[src/rtl/dac_write_arbiter_pkg.sv]
// Shared constants and FSM encoding for the DAC write arbiter slice.
// MCP4911 frame length and the 10 kHz load spacing at CLOCK_50 live here.
package dac_write_arbiter_pkg;

  localparam int DAC_DW               = 10;
  localparam int DAC_NREQ             = 4;
  localparam int MCP4911_FRAME_CYCLES = 40;
  localparam int DAC_MIN_GAP          = 5000;

  typedef enum logic [1:0] {
    ST_IDLE = 2'd0,
    ST_LOAD = 2'd1,
    ST_XFER = 2'd2,
    ST_GAP  = 2'd3
  } arb_state_e;

  function automatic int max_int(input int a, input int b);
    return (a > b) ? a : b;
  endfunction

endpackage

[src/rtl/dac_write_if.sv]
// Requester/DAC-side bundle of the arbiter: sample requests in, load strobe and data out.
interface dac_write_if #(
  parameter int NREQ = 4,
  parameter int DW   = 10
);

  logic [NREQ-1:0]    req;
  logic [NREQ*DW-1:0] req_data;
  logic [NREQ-1:0]    ack;
  logic [DW-1:0]      dac_data;
  logic               dac_load;
  logic               busy;
  logic [2:0]         grant_id;

  // Sample sources drive requests and watch their acks.
  modport master (
    output req, req_data,
    input  ack, dac_data, dac_load, busy, grant_id
  );

  // The arbiter consumes requests and drives the spi2dac/pwm side.
  modport slave (
    input  req, req_data,
    output ack, dac_data, dac_load, busy, grant_id
  );

endinterface

[src/rtl/dac_write_arbiter_rr_pick.sv]
// Combinational round-robin priority encoder: first set req searching from rr_ptr upward, wrapping.
module rr_pick #(
  parameter int NREQ = 4
) (
  input  logic [NREQ-1:0] req,
  input  logic [2:0]      rr_ptr,
  output logic            valid,
  output logic [2:0]      idx
);

  // NOTE: every output of a combinational block gets a default first, so no path can infer a latch.
  always_comb begin
    valid = 1'b0;
    idx   = '0;
    for (int i = 0; i < NREQ; i++) begin
      for (int j = 0; j < NREQ; j++) begin
        if (!valid && req[j] && (j == (int'(rr_ptr) + i) % NREQ)) begin
          valid = 1'b1;
          idx   = 3'(j);
        end
      end
    end
  end

endmodule

[src/rtl/dac_write_arbiter.sv]
// Round-robin arbiter sharing the spi2dac/pwm sample path among NREQ sources.
// One sample per frame; the bus stays busy until both the serial frame and the minimum gap expire.
module dac_write_arbiter
  import dac_write_arbiter_pkg::*;
#(
  parameter int NREQ        = DAC_NREQ,
  parameter int DW          = DAC_DW,
  parameter int XFER_CYCLES = MCP4911_FRAME_CYCLES,
  parameter int MIN_GAP     = DAC_MIN_GAP
) (
  input logic        CLOCK_50,
  input logic        rst_n,
  dac_write_if.slave bus
);

  localparam int CNT_MAX = max_int(MIN_GAP, XFER_CYCLES);
  localparam int CW      = $clog2(CNT_MAX + 1);
  // The load cycle counts as 1, so the gap is over once the count reaches MIN_GAP-1 in GAP;
  // the following IDLE cycle then makes the load-to-load distance exactly MIN_GAP.
  localparam logic [CW-1:0] XFER_LIM = CW'(XFER_CYCLES);
  localparam logic [CW-1:0] GAP_LIM  = CW'((MIN_GAP > 1) ? MIN_GAP - 1 : 0);
  localparam logic [CW-1:0] CNT_SAT  = CW'(CNT_MAX);
  localparam logic [2:0]    LAST_IDX = 3'(NREQ - 1);

  arb_state_e      state_q, state_d;
  logic [2:0]      rr_ptr_q;
  logic [CW-1:0]   cnt_q;
  logic [NREQ-1:0] ack_q;
  logic [DW-1:0]   dac_data_q;
  logic            dac_load_q;
  logic            busy_q;
  logic [2:0]      grant_id_q;

  logic            pick_valid;
  logic [2:0]      pick_idx;
  logic [DW-1:0]   pick_data;
  logic [NREQ-1:0] pick_onehot;
  logic            start_xfer;

  rr_pick #(.NREQ(NREQ)) u_rr_pick (
    .req    (bus.req),
    .rr_ptr (rr_ptr_q),
    .valid  (pick_valid),
    .idx    (pick_idx)
  );

  // Constant-indexed mux keeps the sample select and the ack decode free of variable slices.
  always_comb begin
    pick_data   = '0;
    pick_onehot = '0;
    for (int i = 0; i < NREQ; i++) begin
      if (pick_idx == 3'(i)) begin
        pick_data      = bus.req_data[i*DW +: DW];
        pick_onehot[i] = 1'b1;
      end
    end
  end

  assign start_xfer = (state_q == ST_IDLE) && pick_valid;

  always_comb begin
    state_d = state_q;
    unique case (state_q)
      ST_IDLE: if (pick_valid)        state_d = ST_LOAD;
      ST_LOAD:                        state_d = ST_XFER;
      ST_XFER: if (cnt_q >= XFER_LIM) state_d = ST_GAP;
      ST_GAP:  if (cnt_q >= GAP_LIM)  state_d = ST_IDLE;
      default:                        state_d = ST_IDLE;
    endcase
  end

  // NOTE: registers are updated with non-blocking assignments so every flop samples pre-edge values.
  always_ff @(posedge CLOCK_50 or negedge rst_n) begin
    if (!rst_n) begin
      state_q    <= ST_IDLE;
      rr_ptr_q   <= '0;
      cnt_q      <= '0;
      ack_q      <= '0;
      dac_data_q <= '0;
      dac_load_q <= 1'b0;
      busy_q     <= 1'b0;
      grant_id_q <= '0;
    end else begin
      state_q    <= state_d;
      ack_q      <= '0;
      dac_load_q <= 1'b0;
      if (start_xfer) begin
        ack_q      <= pick_onehot;
        dac_data_q <= pick_data;
        dac_load_q <= 1'b1;
        grant_id_q <= pick_idx;
        rr_ptr_q   <= (pick_idx == LAST_IDX) ? 3'd0 : pick_idx + 3'd1;
        busy_q     <= 1'b1;
        cnt_q      <= CW'(1);
      end else begin
        // Saturating count: a long-stalled frame can never wrap and re-trigger a compare.
        if (state_q != ST_IDLE && cnt_q != CNT_SAT) cnt_q <= cnt_q + CW'(1);
        if (state_q == ST_GAP && state_d == ST_IDLE) busy_q <= 1'b0;
      end
    end
  end

  assign bus.ack      = ack_q;
  assign bus.dac_data = dac_data_q;
  assign bus.dac_load = dac_load_q;
  assign bus.busy     = busy_q;
  assign bus.grant_id = grant_id_q;

endmodule

[src/flat_wrapper.sv]
// flat-port wrapper written by rule: the top's interface ports become plain ports
module dac_write_arbiter_flat import dac_write_arbiter_pkg::*;
#(
  parameter int NREQ        = DAC_NREQ,
  parameter int DW          = DAC_DW,
  parameter int XFER_CYCLES = MCP4911_FRAME_CYCLES,
  parameter int MIN_GAP     = DAC_MIN_GAP
)
  (CLOCK_50, rst_n, bus_req, bus_req_data, bus_ack, bus_dac_data, bus_dac_load, bus_busy, bus_grant_id);
  dac_write_if #(.NREQ(NREQ), .DW(DW)) bus_i ();
  input logic CLOCK_50;
  input logic rst_n;
  input wire logic [$bits(bus_i.req)-1:0] bus_req;
  input wire logic [$bits(bus_i.req_data)-1:0] bus_req_data;
  output wire logic [$bits(bus_i.ack)-1:0] bus_ack;
  output wire logic [$bits(bus_i.dac_data)-1:0] bus_dac_data;
  output wire logic [$bits(bus_i.dac_load)-1:0] bus_dac_load;
  output wire logic [$bits(bus_i.busy)-1:0] bus_busy;
  output wire logic [$bits(bus_i.grant_id)-1:0] bus_grant_id;
  assign bus_i.req = bus_req;
  assign bus_i.req_data = bus_req_data;
  assign bus_ack = bus_i.ack;
  assign bus_dac_data = bus_i.dac_data;
  assign bus_dac_load = bus_i.dac_load;
  assign bus_busy = bus_i.busy;
  assign bus_grant_id = bus_i.grant_id;
  dac_write_arbiter #(.NREQ(NREQ), .DW(DW), .XFER_CYCLES(XFER_CYCLES), .MIN_GAP(MIN_GAP)) u_core (.CLOCK_50(CLOCK_50), .rst_n(rst_n), .bus(bus_i));
endmodule
[config.mk]
export PLATFORM = sky130hd
export DESIGN_NAME = dac_write_arbiter_flat
export DESIGN_NICKNAME = d
export VERILOG_FILES = /design/src/rtl/dac_write_arbiter_pkg.sv /design/src/rtl/dac_write_if.sv /design/src/rtl/dac_write_arbiter_rr_pick.sv /design/src/rtl/dac_write_arbiter.sv /design/src/flat_wrapper.sv
export SDC_FILE = /design/constraint.sdc
export NUM_CORES = 1
export LEC_CHECK = 0
export BUFFER_PORTS_ARGS = -buffer_cell sky130_fd_sc_hd__buf_2
export CAP_MARGIN = 10
export CORE_ASPECT_RATIO = 1.25
export CORE_UTILIZATION = 52
export CTS_BUF_LIST = sky130_fd_sc_hd__clkbuf_4
export DETAILED_ROUTE_END_ITERATION = 16
export PLACE_DENSITY_LB_ADDON = 0.2
export SETUP_SLACK_MARGIN = 0.1
export SKIP_LAST_GASP = 1
export SLEW_MARGIN = 40
export SYNTH_ARGS = -nofsm -noshare
export SYNTH_HDL_FRONTEND = slang
export SYNTH_SLANG_ARGS = --single-unit
[constraint.sdc]
create_clock -name CLOCK_50 -period 2.95 [get_ports CLOCK_50]
set_input_delay 0.59 -clock CLOCK_50 [delete_from_list [all_inputs] [get_ports CLOCK_50]]
set_output_delay 0.59 -clock CLOCK_50 [all_outputs]
set_load 0.01 [all_outputs]
==> flow_metrics.tcl, run 1 <==
set metrics [dict create \
    track_usage_pct 23.7 \
    antenna_found_initial 0 \
    via_per_inst 5.91 \
    grt_pass1_vias 1729 \
    cts.sink_count 35 \
    combPwrFrac_pct 12.3 \
    drv_cap 0 \
    ant_nets 0 \
    cp_cell_sequence "nor2b_1, a2111oi_0, nor2_1, inv_1, ha_1, nor2b_1, buf_4, a221oi_1, a211o_1, a31oi_1" \
    place_area_um2 2310 \
    postCtsHoldBufs 0 \
    finalCriticalPeriod_ps 2360 \
    yosysTopAreaCell "dfrtp_1" \
    drt-initial-drc-count 104 \
    nFillCells 325 \
    root_buffer "clkbuf_4" \
    finalCritPeriodShare_pct 80.1 \
    peakVddDrop_v 0.000235 \
    cts_tree "yes" \
    skew_ps 9.03 \
    path_max_fanout 10 \
    start_kind "register" \
    intPower_mw 0.620 \
    path_buf_inv 2 \
    met1_usage_pct 28.7 \
    io_pins 65 \
    slowest_stage "dfrtp_1" \
    fin_tns_setup_ps 0 \
    busiest_layer "met2" \
    core_um2 3600 \
    cts_max_level 2 \
    start_util_pct 56.0 \
    max_stage_delay_ps 460 \
    power_density_nw_per_um2 356 \
    synth.net_count 271 \
    yosysSeqAreaShare_pct 43.4 \
    synth-edff-count 0 \
    critPathTopFamily "compound AO/OA/AOI/OAI gates" \
    die_area_um2 4130 \
    post_drt_wl_per_cell_um 14.0 \
    synthMostInstantiatedCell "dfrtp_1" \
    fp.dieW_um 57.7 \
    max_slew_margin_pct 55.5 \
    worstPathArrival_ps 2640 \
    drtPass1Iterations 10 \
    crit_type "register to register" \
    nets 328 \
    cts_setup_buffers 0 \
    setup_viol 0 \
    yosys_warnings 0 \
    synth-simple-area-share_pct 17.7 \
    switching_share_pct 26.3 \
    cp-end-kind "register" \
    diodes 0 \
    ys_types 44 \
    fp-row-count 24 \
    design_area_um2 2360 \
    leakagePower_nw 1.27 \
    use_met3_pct 4.51 \
    synth-seq-cells 35 \
    muxShareOfSynthArea_pct 2.48 \
    synth_top_flop_cell "dfrtp_1" \
    clk_latency_ps 350 \
    hpwl_um 3120 \
    grt_start_max_net_pins 37 \
    synthTopCellsByCount "dfrtp_1, nor2_1, nand2_1" \
    hold_class "input port to async pin" \
    syn_avg_cell_area_um2 9.21 \
    met2_usage_pct 40.8 \
    worst_slew_pin_slew_ps 668 \
    routed_wl_um 4440 \
    rsz0062_at_grt "no" \
    synth_top_family_by_area "compound AO/OA/AOI/OAI gates" \
    pwr-share-clk_pct 30.7 \
    status "complete, but fails checks" \
    p_seq_share_pct 57.0 \
    syn_inst 219 \
    synth-async-reset-ratio_pct 100 \
    yosys.area_share.adder_pct 3.72 \
    cp.required_ps 3220 \
    vias 1866 \
    cts_buffers 5 \
    cts-resized-gates 0 \
    synth_top_area_share_pct 43.4 \
    cpMostUsedCell "nor2b_1" \
    gp_congestion 0.840 \
    synth_compound_area_share_pct 21.8 \
    clkTransAtPathRegs_ps 110 \
    port_buffers 63 \
    gr-total-overflow 0 \
    layout-drive-gt1-share_pct 28.5 \
    syn_to_final_growth_pct 17.2 \
    grt_pass1_wl_um 7570 \
    drc 1 \
    switchingPower_mw 0.222 \
    finalPower_mw 0.841 \
    slew_violations 0 \
    violations "design-rule violations" \
    hold_viol_final 0 \
    syn-cell-area_um2 2020 \
    yosys-top-cells-area "dfrtp_1, nor2_1, a211o_1" \
    synthXorXnorAreaFrac_pct 2.61 \
    dieHeight_um 71.6 \
    whs_ps 177 \
    clockBufferDepth 2 \
    max_clock_freq_mhz 423 \
]
## final cells by class
class,count,area (um2),share of cell area (%)
clock buffers,5,37.5,1.59
inverters,16,60.1,2.54
well taps,39,48.8,2.06
repair buffers,67,348,14.7
multi-input cells,151,980,41.4
clock inverters,3,15.0,0.635
flip-flops and latches,35,876,37.0
## per-layer routing
layer	up-vias	part of all wire, %
met5	-	0
met2	60	52
met1	891	41
met3	10	4.8
li1	905	-
met4	0	2.1
## state kept, by name, indices dropped and copies added (netlist names)
name	cells
u_core.bus.grant_id	2
u_core.state_q	2
u_core.bus.busy	1
u_core.bus.dac_load	1
u_core.bus.dac_data	10
u_core.bus.ack	4
u_core.cnt_q	13
u_core.rr_ptr_q	2
## power by group through the flow
stage / logic [mW] / registers, mW / clock network [mW]
floorplan: 0.0518 / 0.489 / 0
global placement: 0.101 / 0.489 / 0
detailed placement: 0.103 / 0.489 / 0
CTS: 0.104 / 0.480 / 0.267
global route: 0.117 / 0.480 / 0.286
finish: 0.103 / 0.480 / 0.259
## path summary, 6_finish.rpt
| kind | startpoint | end | slack, ps | cells after the start |
|---|---|---|---|---|
| worst max-delay path | u_core.rr_ptr_q[1]$_DFFE_PN0P_ | u_core.bus.dac_data[2]$_DFFE_PN0P_ | 590 | 10 |
| worst min-delay path | rst_n | u_core.cnt_q[8]$_DFFE_PN0P_ | 180 | 1 |
| worst max register to register | u_core.rr_ptr_q[1]$_DFFE_PN0P_ | u_core.bus.dac_data[2]$_DFFE_PN0P_ | 590 | 10 |
| worst min register to register | u_core.bus.busy$_DFFE_PN0P_ | u_core.bus.busy$_DFFE_PN0P_ | 490 | 1 |
| max in group asynchronous | rst_n | u_core.bus.grant_id[0]$_DFFE_PN0P_ | 2460 | 1 |
| min in group CLOCK_50 | u_core.bus.busy$_DFFE_PN0P_ | u_core.bus.busy$_DFFE_PN0P_ | 490 | 1 |
## placed cells by master, fill, tap and decap left out, types with 2 or more instances in the layout
master	netlist	final
buf_2	3	62
dfrtp_1	35	35
nor2_1	24	24
nand2_1	17	17
inv_1	16	16
a31oi_1	12	12
a221oi_1	10	10
a211o_1	10	10
o21ai_0	8	8
nor3_1	7	7
and3_1	6	6
ha_1	6	6
a21oi_1	5	5
nand3_1	5	5
xnor2_1	5	5
clkbuf_4	0	5
buf_4	1	5
nand4_1	4	4
clkinv_2	0	3
nor2b_1	2	2
mux2i_1	2	2
nand2b_1	2	2
o211ai_1	2	2
o311a_1	2	2
nor4_1	2	2
o31ai_1	2	2
mux2_4	2	2
## kinds of logic after synthesis
family,Yosys count
flops,35
xor+xnor,6
other cells,1
compound gates,60
buf+inv,33
simple gates,74
fa+ha+maj,6
mux,4
## stage by stage
stage | util [%] | std cells | setup WS [ps]
finish | 65.6 | 316 | 587
global route | 65.6 | 316 | 346
CTS | 65.6 | 316 | 573
detailed placement | 64.1 | 308 | 390
global placement | 64.1 | 308 | 496
floorplan | - | 219 | 661
Note: power is estimated with default switching activity, not from simulation.
==> run 2, diff against run 1 <==
==> constraint.sdc (replaced) <==
create_clock -name CLOCK_50 -period 2.4 [get_ports CLOCK_50]
set_input_delay 0.48 -clock CLOCK_50 [delete_from_list [all_inputs] [get_ports CLOCK_50]]
set_output_delay 0.48 -clock CLOCK_50 [all_outputs]
set_load 0.01 [all_outputs]
==> run 2 against run 1 <==
  * The run still ends with design-rule violations left
  * Design area is 3.8% higher
  * Global-route usage is 0.34 points lower
  * Worst setup slack worse by 360 ps
  * Clock power is 68% higher
  * Core utilization is 2.5 points higher
  * Die area stayed put
  * Total power is 38% higher
  * Final cell count is 0.95% higher
==> flow_metrics.tcl, run 2 (same netlist as run 1, synthesis figures left out) <==
set metrics [dict create \
    die_area_um2 4130 \
    clk_latency_ps 350 \
    place_area_um2 2330 \
    cts.sink_count 35 \
    cp-end-kind "register" \
    postCtsHoldBufs 0 \
    cts_max_level 2 \
    cts_tree "yes" \
    hold_class "input port to async pin" \
    finalCriticalPeriod_ps 2170 \
    clockBufferDepth 2 \
    rsz0062_at_grt "yes" \
    grt_pass1_wl_um 7420 \
    worstPathArrival_ps 2450 \
    start_util_pct 56.0 \
    layout_commonest_cell "buf_2" \
    start_kind "register" \
    fp.dieW_um 57.7 \
    drv_cap 0 \
    syn_to_final_growth_pct 21.6 \
    grt_start_max_net_pins 37 \
    nets 331 \
    path_max_fanout 6 \
    peakVddDrop_v 0.000294 \
    largest_register_ffs 13 \
    skew_ps 7.55 \
    gr-total-overflow 0 \
    grt_pass1_vias 1722 \
    max_slew_margin_pct 62.4 \
    hpwl_um 3150 \
    nFillCells 296 \
    finalCritPeriodShare_pct 90.6 \
    setup_slack_ps 226 \
    drtPass1Iterations 10 \
    power_density_nw_per_um2 474 \
    busiest_layer "met2" \
    core_um2 3600 \
    drc 1 \
    slew_violations 0 \
    clkTransAtPathRegs_ps 120 \
    via_per_inst 5.89 \
    worst_slew_pin_slew_ps 560 \
    cts_buffers 5 \
    gp_congestion 0.890 \
    top_register "u_core.cnt_q" \
    routed_wl_um 4520 \
    ant_nets 0 \
    fin_tns_setup_ps 0 \
    setup_viol 0 \
    drt-initial-drc-count 87 \
    leakagePower_nw 1.30 \
    met1_usage_pct 27.0 \
    violations "design-rule violations" \
    root_buffer "clkbuf_4" \
    design_area_um2 2450 \
    vias 1880 \
    antenna_found_initial 0 \
    met2_usage_pct 41.5 \
    dp_slack_ps 61.8 \
    max_clock_freq_mhz 460 \
    port_buffers 63 \
    track_usage_pct 23.4 \
    layout-drive-gt1-share_pct 31.8 \
    status "complete, but fails checks" \
    final_cell_mix "buf_2, dfrtp_1, nor2_1" \
    post_drt_wl_per_cell_um 14.2 \
    hold_viol_final 0 \
    diodes 0 \
    crit_type "register to register" \
    dieHeight_um 71.6 \
    io_pins 65 \
    cp.required_ps 2680 \
    fp-row-count 24 \
    use_met3_pct 5.60 \
]
## run 2: what timing repair did
item	in CTS	in global routing
setup endpoints to repair	0	10
buffers inserted	0	1
resized for setup	0	11
## run 2: final cells by class
cell class	count	area, um2	area share (%)
multi-input cells	151	1000	40.9
flip-flops and latches	35	877	35.7
repair buffers	70	383	15.6
inverters	16	60.1	2.45
well taps	39	48.8	1.99
clock inverters	3	43.8	1.78
clock buffers	5	37.5	1.53
## run 2: critical path, cell delays in order, from the launching register on
cell and delay, ps:
dfrtp_2 460, buf_4 150, a2111oi_2 310, nor2_2 120, inv_1 100, ha_1 150, nor2b_4 150, buf_4 150
a221oi_1 70, a211o_1 270, a31oi_1 180
## run 2: power by group
group | switching, mW | internal (mW) | leakage [nW] | total [mW]
combinational | 0.0654 | 0.0712 | 0.804 | 0.137
sequential | 0 | 0.589 | 0.454 | 0.589
clock | 0.217 | 0.219 | 0.0452 | 0.436
## run 2: through the flow
stage / cells / hold WS (ps) / utilization (%) / power (mW)
finish: 319 / 58.3 / 68.1 / 1.16
global placement: 309 / 455 / 64.7 / 0.729
global route: 319 / 78.4 / 68.1 / 1.21
floorplan: 219 / 184 / - / 0.665
CTS: 317 / 212 / 66.9 / 1.16
detailed placement: 309 / 461 / 64.7 / 0.729
## run 2: final timing paths
| path | from | to | slack (ps) | depth (start not counted) |
|---|---|---|---|---|
| min in group CLOCK_50 | bus_req_data[38] | u_core.bus.dac_data[8]$_DFFE_PN0P_ | 380 | 3 |
| min reg2reg | u_core.bus.busy$_DFFE_PN0P_ | u_core.bus.busy$_DFFE_PN0P_ | 490 | 1 |
| max reg2reg | u_core.rr_ptr_q[1]$_DFFE_PN0P_ | u_core.bus.dac_data[2]$_DFFE_PN0P_ | 230 | 10 |
| max in group asynchronous | rst_n | u_core.rr_ptr_q[1]$_DFFE_PN0P_ | 2000 | 1 |
| max | u_core.rr_ptr_q[1]$_DFFE_PN0P_ | u_core.bus.dac_data[2]$_DFFE_PN0P_ | 230 | 10 |
| min | rst_n | u_core.cnt_q[8]$_DFFE_PN0P_ | 60 | 1 |
## run 2: routing by layer
metal / wire (um) / part of all wire, % / vias to the layer above
met5: 0 / 0 / -
met4: 74 / 1.6 / 0
met3: 200 / 4.4 / 7
met2: 2380 / 53 / 52
met1: 1860 / 41 / 903
li1: - / - / 918
==> run 3, diff against run 2 <==
--- a/config.mk
+++ b/config.mk
@@ -8,10 +8,9 @@
 export BUFFER_PORTS_ARGS = -buffer_cell sky130_fd_sc_hd__buf_2
 export CAP_MARGIN = 10
 export CORE_ASPECT_RATIO = 1.25
-export CORE_UTILIZATION = 52
-export CTS_BUF_LIST = sky130_fd_sc_hd__clkbuf_4
+export CORE_UTILIZATION = 51
 export DETAILED_ROUTE_END_ITERATION = 16
-export PLACE_DENSITY_LB_ADDON = 0.2
+export PLACE_DENSITY = 0.89
 export SETUP_SLACK_MARGIN = 0.1
 export SKIP_LAST_GASP = 1
 export SLEW_MARGIN = 40
==> run 3 against run 2 <==
  * The flow now finishes without violations
  * Via count up 3.6%
  * Clock skew down 2.4 ps
  * Combinational power up 12%
  * Final cell count up 6.3%
  * Global-route usage up 1.5 points
  * Core utilization down 1.1 points
  * Sequential cell count unchanged
  * Sequential share of layout area down 1.1 points
  * First-iteration DRC count down 3.4%
  * Register-to-register slack worse by 60 ps
  * Wire length up 12%
  * Worst setup slack worse by 55 ps
  * Largest cell class unchanged
==> flow_metrics.tcl, run 3 (same netlist as run 1, synthesis figures left out) <==
set metrics [dict create \
    final_cell_mix "buf_2, dfrtp_1, nor2_1" \
    drtPass1Iterations 4 \
    drt-initial-drc-count 84 \
    slowest_stage "dfrtp_2" \
    root_buffer "clkbuf_8" \
    fin_tns_setup_ps 0 \
    ff2ff_path_depth 10 \
    power_density_nw_per_um2 480 \
    setup_viol 0 \
    grt_start_max_net_pins 37 \
    final_core_util_pct 66.9 \
    setup_slack_ps 171 \
    crit_type "register to register" \
    dp_cells 326 \
    core_um2 3780 \
    max_clock_freq_mhz 449 \
    dp_slack_ps 1.99 \
    cts_tree "yes" \
    path_depth 10 \
    leakagePower_nw 1.33 \
    via_per_inst 5.75 \
    final_cells 339 \
    dieHeight_um 72.3 \
    post_drt_wl_per_cell_um 14.9 \
    syn_to_final_growth_pct 25.6 \
    max_stage_delay_ps 450 \
    hold_viol_final 0 \
    die_area_um2 4210 \
    top_register "u_core.cnt_q" \
    max_slew_margin_pct 67.0 \
    largest_register_ffs 13 \
    cp-end-kind "register" \
    io_pins 65 \
    p_seq_share_pct 48.5 \
    clockBufferDepth 2 \
    worstPathArrival_ps 2390 \
    cts_max_level 2 \
    worst_slew_pin_slew_ps 491 \
    intPower_mw 0.930 \
    path_buf_inv 3 \
    port_buffers 63 \
    gp_congestion 0.829 \
    peakVddDrop_v 0.000393 \
    place_area_um2 2350 \
    switching_share_pct 23.6 \
    drv_cap 0 \
    grt_pass1_vias 1790 \
    pwr-share-clk_pct 39.0 \
    track_usage_pct 24.9 \
    design_area_um2 2530 \
    cp.required_ps 2560 \
    fp-row-count 25 \
    drc 0 \
    slew_violations 0 \
    start_util_pct 53.3 \
    routed_wl_um 5040 \
    fp.dieW_um 58.2 \
    critPathTopFamily "compound AO/OA/AOI/OAI gates" \
    start_kind "register" \
    nFillCells 299 \
    grt_pass1_wl_um 7800 \
    antenna_found_initial 0 \
    combPwrFrac_pct 12.6 \
    layout_commonest_cell "buf_2" \
    vias 1948 \
    status "completed" \
    finalCritPeriodShare_pct 92.9 \
    gr-total-overflow 0 \
    rsz0062_at_grt "no" \
    hpwl_um 3400 \
    layout-drive-gt1-share_pct 34.0 \
    finalCriticalPeriod_ps 2230 \
    ant_nets 0 \
    cp_cell_sequence "buf_4, mux2i_1, a221o_1, inv_2, ha_2, nor2b_4, buf_2, a221oi_1, a211o_1, a31oi_1" \
    diodes 0 \
    postCtsHoldBufs 0 \
    clk_latency_ps 290 \
    cts.sink_count 35 \
    hold_class "input port to async pin" \
    switchingPower_mw 0.287 \
    skew_ps 5.15 \
    clkTransAtPathRegs_ps 70 \
    path_max_fanout 6 \
    nets 336 \
    cts_buffers 5 \
]
## run 3: changes by cell type in the layout (fill, tap and decap cells not counted), sizes merged
cell,change
bufinv,-1
clkinv,-2
clkbuf,+3
buf,+5
## run 3: final cells by class
type                            count  area [um2]  share of cell area [%]
Clock buffer                        8         100                    3.95
Inverter                           16        60.1                    2.37
Multi-Input combinational cell    151        1020                    40.1
Sequential cell                    35         877                    34.6
Tap cell                           54        67.6                    2.67
Timing Repair Buffer               75         413                    16.3
## run 3: power by group through the flow
stage / registers [mW] / clock network [mW] / logic (mW)
floorplan: 0.601 / 0 / 0.0637
global placement: 0.601 / 0 / 0.128
detailed placement: 0.601 / 0 / 0.131
CTS: 0.590 / 0.483 / 0.133
global route: 0.589 / 0.508 / 0.167
finish: 0.590 / 0.474 / 0.153
## run 3: path summary, 6_finish.rpt
kind / start / end / slack [ps]
setup / recovery: u_core.rr_ptr_q[1]$_DFFE_PN0P_ / u_core.bus.dac_data[4]$_DFFE_PN0P_ / 170
hold / removal: rst_n / u_core.bus.ack[1]$_DFF_PN0_ / 130
setup reg to reg: u_core.rr_ptr_q[1]$_DFFE_PN0P_ / u_core.bus.dac_data[4]$_DFFE_PN0P_ / 170
hold reg to reg: u_core.bus.busy$_DFFE_PN0P_ / u_core.bus.busy$_DFFE_PN0P_ / 480
max in group asynchronous: rst_n / u_core.rr_ptr_q[1]$_DFFE_PN0P_ / 1940
min in group CLOCK_50: bus_req_data[38] / u_core.bus.dac_data[8]$_DFFE_PN0P_ / 440
## run 3: routing by layer
metal	track usage, %	routed length [um]
met1	29.4	2060
met5	0	0
met2	42.0	2600
met3	5.88	296
met4	12.4	83
## run 3: repair_timing
item | in CTS | in global routing
gates resized for setup | 2 | 14
buffers inserted | 1 | 3
gates cloned | 0 | 1
setup endpoints to repair | 9 | 10
pin swaps | 0 | 5
## run 3: through the flow
stage	power [mW]	hold WS, ps
2_1_floorplan	0.665	184
3_3_place_gp	0.729	458
3_5_place_dp	0.732	480
4_1_cts	1.21	279
5_1_grt	1.26	156
6_report	1.22	128
